`config.mk`:
```
export PLATFORM = sky130hd
export DESIGN_NAME = dense_layer_seq
export DESIGN_NICKNAME = d
export VERILOG_FILES = /design/src/rtl/dense_layer_seq.sv
export SDC_FILE = /design/constraint.sdc
export NUM_CORES = 2
export LEC_CHECK = 0
export CAP_MARGIN = 20
export CORE_ASPECT_RATIO = 1.2
export CORE_MARGIN = 5
export CORE_UTILIZATION = 45
export DETAILED_ROUTE_END_ITERATION = 12
export PLACE_DENSITY = 0.68
export SYNTH_ARGS = -nofsm -noshare
export SYNTH_HDL_FRONTEND = slang
export SYNTH_SLANG_ARGS = --single-unit
```
`constraint.sdc`:
```
create_clock -name clk -period 11.53 [get_ports clk]
set_clock_uncertainty 0.2 [all_clocks]
set_input_delay 2.306 -clock clk [delete_from_list [all_inputs] [get_ports clk]]
set_output_delay 2.306 -clock clk [all_outputs]
set_load 0.02 [all_outputs]
```
`src/rtl/dense_layer_seq.sv`:
```
// Sequential dense layer: result[b][m] = sum_n weights[m][n]*inputs[b][n], LANES MACs per cycle.
// Latency: N/LANES MAC cycles per element, plus 1 cycle in OUT when out_ready is already high.
// Backpressure: out_data/out_b/out_m hold in OUT until out_valid && out_ready, for any duration.
// Optional feature: define DENSE_RELU_EN to clamp negative saturated results to 0.
module dense_layer_seq #(
  parameter int B     = 2,
  parameter int M     = 3,
  parameter int N     = 4,
  parameter int WIDTH = 16,
  parameter int LANES = 2,
  localparam int BW   = (B > 1) ? $clog2(B) : 1,
  localparam int MW   = (M > 1) ? $clog2(M) : 1,
  localparam int DW   = 2 * WIDTH
) (
  input  logic                    clk,
  input  logic                    rst,
  input  logic                    start,
  input  logic signed [WIDTH-1:0] weights [M][N],
  input  logic signed [WIDTH-1:0] inputs  [B][N],
  output logic                    busy,
  output logic                    out_valid,
  input  logic                    out_ready,
  output logic signed [DW-1:0]    out_data,
  output logic [BW-1:0]           out_b,
  output logic [MW-1:0]           out_m,
  output logic                    done
);

  // Accumulator carries log2(N)+1 guard bits so a full dot product cannot wrap.
  localparam int AW = DW + $clog2(N) + 1;
  localparam int JW = (N > 1) ? $clog2(N) : 1;
  localparam int HW = AW - DW + 1;

  localparam logic [JW-1:0] J_LAST = JW'(N - LANES);
  localparam logic [MW-1:0] M_LAST = MW'(M - 1);
  localparam logic [BW-1:0] B_LAST = BW'(B - 1);

  typedef enum logic [1:0] {IDLE, MAC, OUT, DONE} state_t;

  state_t                 state;
  logic signed [AW-1:0]   acc;
  logic [JW-1:0]          j;
  logic [BW-1:0]          b_idx;
  logic [MW-1:0]          m_idx;

  logic signed [DW-1:0]   prod [LANES];
  logic signed [AW-1:0]   lane_sum;
  logic signed [AW-1:0]   acc_next;
  logic [HW-1:0]          acc_hi;
  logic [DW-1:0]          sat_val;
  logic [DW-1:0]          res_val;

  // One full-precision signed product per lane for the current lane group.
  for (genvar l = 0; l < LANES; l++) begin : g_lane
    logic [JW-1:0] idx;
    assign idx     = j + JW'(l);
    assign prod[l] = weights[m_idx][idx] * inputs[b_idx][idx];
  end

  // Sign-extend and add the lane products onto the running accumulator.
  always_comb begin
    lane_sum = '0;
    for (int l = 0; l < LANES; l++) begin
      lane_sum = lane_sum + AW'(prod[l]);
    end
    acc_next = acc + lane_sum;
  end

  // Clamp to the 2*WIDTH signed range: overflow when the bits above the output sign disagree.
  always_comb begin
    acc_hi  = acc_next[AW-1:DW-1];
    sat_val = acc_next[DW-1:0];
    if (!((&acc_hi) || !(|acc_hi))) begin
      sat_val = acc_next[AW-1] ? {1'b1, {(DW-1){1'b0}}} : {1'b0, {(DW-1){1'b1}}};
    end
`ifdef DENSE_RELU_EN
    res_val = sat_val[DW-1] ? '0 : sat_val;
`else
    res_val = sat_val;
`endif
  end

  // Control FSM with registered outputs; reset aborts any job without a done pulse.
  always_ff @(posedge clk) begin
    if (rst) begin
      state     <= IDLE;
      busy      <= 1'b0;
      out_valid <= 1'b0;
      done      <= 1'b0;
      out_data  <= '0;
      out_b     <= '0;
      out_m     <= '0;
      acc       <= '0;
      j         <= '0;
      b_idx     <= '0;
      m_idx     <= '0;
    end else begin
      done <= 1'b0;
      case (state)
        IDLE: begin
          acc   <= '0;
          j     <= '0;
          b_idx <= '0;
          m_idx <= '0;
          if (start) begin
            busy  <= 1'b1;
            state <= MAC;
          end
        end
        MAC: begin
          acc <= acc_next;
          if (j == J_LAST) begin
            out_valid <= 1'b1;
            out_data  <= res_val;
            out_b     <= b_idx;
            out_m     <= m_idx;
            state     <= OUT;
          end else begin
            j <= j + JW'(LANES);
          end
        end
        OUT: begin
          if (out_ready) begin
            out_valid <= 1'b0;
            acc       <= '0;
            j         <= '0;
            if (m_idx == M_LAST) begin
              m_idx <= '0;
              if (b_idx == B_LAST) begin
                b_idx <= '0;
                busy  <= 1'b0;
                done  <= 1'b1;
                state <= DONE;
              end else begin
                b_idx <= b_idx + BW'(1);
                state <= MAC;
              end
            end else begin
              m_idx <= m_idx + MW'(1);
              state <= MAC;
            end
          end
        end
        DONE: begin
          state <= IDLE;
        end
        default: state <= IDLE;
      endcase
    end
  end

endmodule

```
==> impl_metrics.tcl <==
set metrics [dict create \
    dieArea_sq_mm 0.0647 \
    grt.busiest_layer "met2" \
    drt_iter0_markers 1415 \
    dr_total_vias 21400 \
    synth_area_sq_mm 0.0269 \
    grtUsageMet3_pct 4.22 \
    holdCritPathClass "flip-flop to flip-flop" \
    cts_max_level 3 \
    synth_area_leaders "fa_1, inv_1, ha_1" \
    synth_area_per_cell_sq_um 8.97 \
    critPathArrivalTime_ps 11220 \
    synth_seq_area_share_pct 5.89 \
    cts_root_buf "clkbuf_16" \
    grt_pass1_wl_um 133000 \
    dr.pass1.iters 5 \
    period_minus_slack_ps 11170 \
    clk_pin_slew_ps 60 \
    post-route-drc-count 0 \
    slew_headroom_pct 29.8 \
    cpPeakStageDelay_ps 600 \
    fin_crit_sh_pct 96.9 \
    antenna_found_initial 0 \
    setup_viol 0 \
    crit_required_ps 11580 \
    slew_violations 0 \
    worstMarginPinSlew_ps 1050 \
    syn_nets 4120 \
    clock-sinks 79 \
    initial_core_util_pct 45.2 \
    cts_tree "yes" \
    dp.cells 4148 \
    wl_um 83700 \
    n_antenna_cell 0 \
    drive_above_1_share_pct 5.44 \
    synth_edf_count 0 \
    slowest_stage "fa_1" \
    gp_congestion 0.966 \
    clkLatencyLatePin_ps 340 \
    cts_buffer_depth 2 \
    max-cap-violations 0 \
    status "complete, no violations" \
    die_y_um 278 \
    grt_setup_unrepaired "false" \
    tns_ps 0 \
    grt_pass1_vias 23200 \
    hold_violations 0 \
    synthFlopType "dfxtp_1" \
    yosys.area.top_type "fa_1" \
    io_buffers 361 \
    die_w_um 233 \
    grt_util_met1_pct 35.2 \
    grt_util_met2_pct 43.8 \
    vias_per_cell 5.14 \
    netlist.area_leader.share_pct 49.3 \
    layout.nets 4486 \
    fillers 5449 \
    ant_nets 0 \
    area_growth_pct 20.0 \
    synth_cell_types 56 \
    cts_buffers 9 \
    stdcell_count 4164 \
    cp-start-kind "primary input" \
    wl_per_cell_um 20.1 \
    synth_warnings 0 \
    groute.usage.overall_pct 26.2 \
    path_class "primary input to flip-flop" \
    ys_ff_latch 79 \
    core_area_sq_mm 0.0593 \
    crit_path_end_kind "flip-flop" \
    grt_max_degree 70 \
    io_pins 362 \
    max_freq_mhz 89.5 \
    grt_overflow 0 \
    num_rows 98 \
    synthArstFlopShare_pct 0 \
    post-dp-hpwl_um 74600 \
    syn_inst 2993 \
    crit_path_max_fanout 25 \
    path_common_cell "fa_1" \
]
-- cells in the final DEF (no fill, tap or decap), drive strengths merged, types with 10 or more instances in the layout --
cell           instances
buf                  114
nor2                 324
nor2b                 11
o21ai                 92
nor3                  51
clkbuf                10
nand2b                14
dfxtp                 79
xnor2                 30
fa                   661
a22oi                 31
clkdlybuf4s50        360
nand2                343
a21o                  16
a21oi                 50
mux2                  21
o21a                  40
xor2                  13
a211oi                20
mux4                  11
mux2i                 87
and2                  29
o211ai                30
ha                   142
inv                  724
-- layout make-up --
| cell class | instances | area [sq um] | share of cell area (%) |
|---|---|---|---|
| tap | 800 | 1000 | 3.11 |
| clock buffer | 10 | 229 | 0.711 |
| multi-input combinational | 2073 | 22100 | 68.5 |
| timing repair buffer | 474 | 4530 | 14.1 |
| inverter | 722 | 2710 | 8.41 |
| sequential | 79 | 1590 | 4.95 |
| clock inverter | 6 | 68.8 | 0.214 |
-- cells in the mapped netlist (all sizes together), types with 5 or more instances --
library cell,number
mux4,11
a22oi,31
a211oi,20
and2,29
mux2i,87
a21oi,50
nor3,51
ha,142
nor2b,11
inv,722
a21boi,6
o211ai,30
nor2,324
xnor2,30
dfxtp,79
buf,15
a21o,16
o21ai,92
nand2,343
fa,661
xor2,13
clkbuf,104
nand3,6
mux2,21
nor3b,5
o21a,40
nand2b,14
-- worst max-delay path, delay by kind of cell --
family / cells / cell delay (ps)
compound gates: 7 / 1740
xor+xnor: 1 / 260
mux: 1 / 100
buf+inv: 7 / 1150
fa+ha+maj: 9 / 4470
simple gates: 5 / 1180
-- metrics by stage --
step / util, % / setup WS, ps / hold WS, ps / cell area, sq um
final: 54.3 / 363 / 262 / 32200
after global placement: 53.8 / 265 / 244 / 31900
after detailed placement: 53.8 / 113 / 251 / 31900
after CTS: 54.3 / 438 / 262 / 32200
after floorplan: - / 617 / 257 / 26900
after global routing: 54.3 / 29.9 / 279 / 32200
-- final timing paths --
| check | startpoint | endpoint | slack [ps] | cells after the start |
|---|---|---|---|---|
| worst max-delay path | weights[183] | out_data[8] | 360 | 30 |
| worst min-delay path | out_m[0] | out_m[0] | 260 | 2 |
| worst max register to register | m_idx[0] | out_data[8] | 1490 | 32 |
| worst min register to register | out_m[0] | out_m[0] | 260 | 2 |
-- registers in the layout, indices dropped and copies added, names as in the netlist --
register,cells
acc,35
b_idx,1
busy,1
done,1
j,1
m_idx,2
out_b,1
out_data,32
out_m,2
out_valid,1
state,2
-- timing repair --
item                       4_1_cts  5_1_grt
buffers inserted                 0        0
setup endpoints to repair        0       14
hold endpoints to repair         0        0
gates resized for setup          0        1
hold buffers                     0        0
-- routing by layer --
layer	share of wire [%]	vias to the layer above	routed length [um]
li1	-	9701	-
met1	40	10700	33800
met2	47	910	39600
met3	8.4	141	7050
met4	3.8	0	3210
met5	0	-	0
-- cells by family (layout without fill, tap and decap cells) --
| kind of cell | after synthesis | after routing | share of synthesized area, % |
|---|---|---|---|
| fa+ha+maj | 803 | 803 | 55.9 |
| buf+inv | 841 | 1212 | 11.9 |
| simple gates | 795 | 795 | 12.2 |
| mux | 119 | 119 | 5.05 |
| xor+xnor | 43 | 43 | 1.40 |
| flops | 79 | 79 | 5.89 |
| compound gates | 313 | 313 | 7.64 |
Power is left out: the tool's default activity adds up to more than one toggle a clock period on the data nets, which glitch-free logic cannot reach.
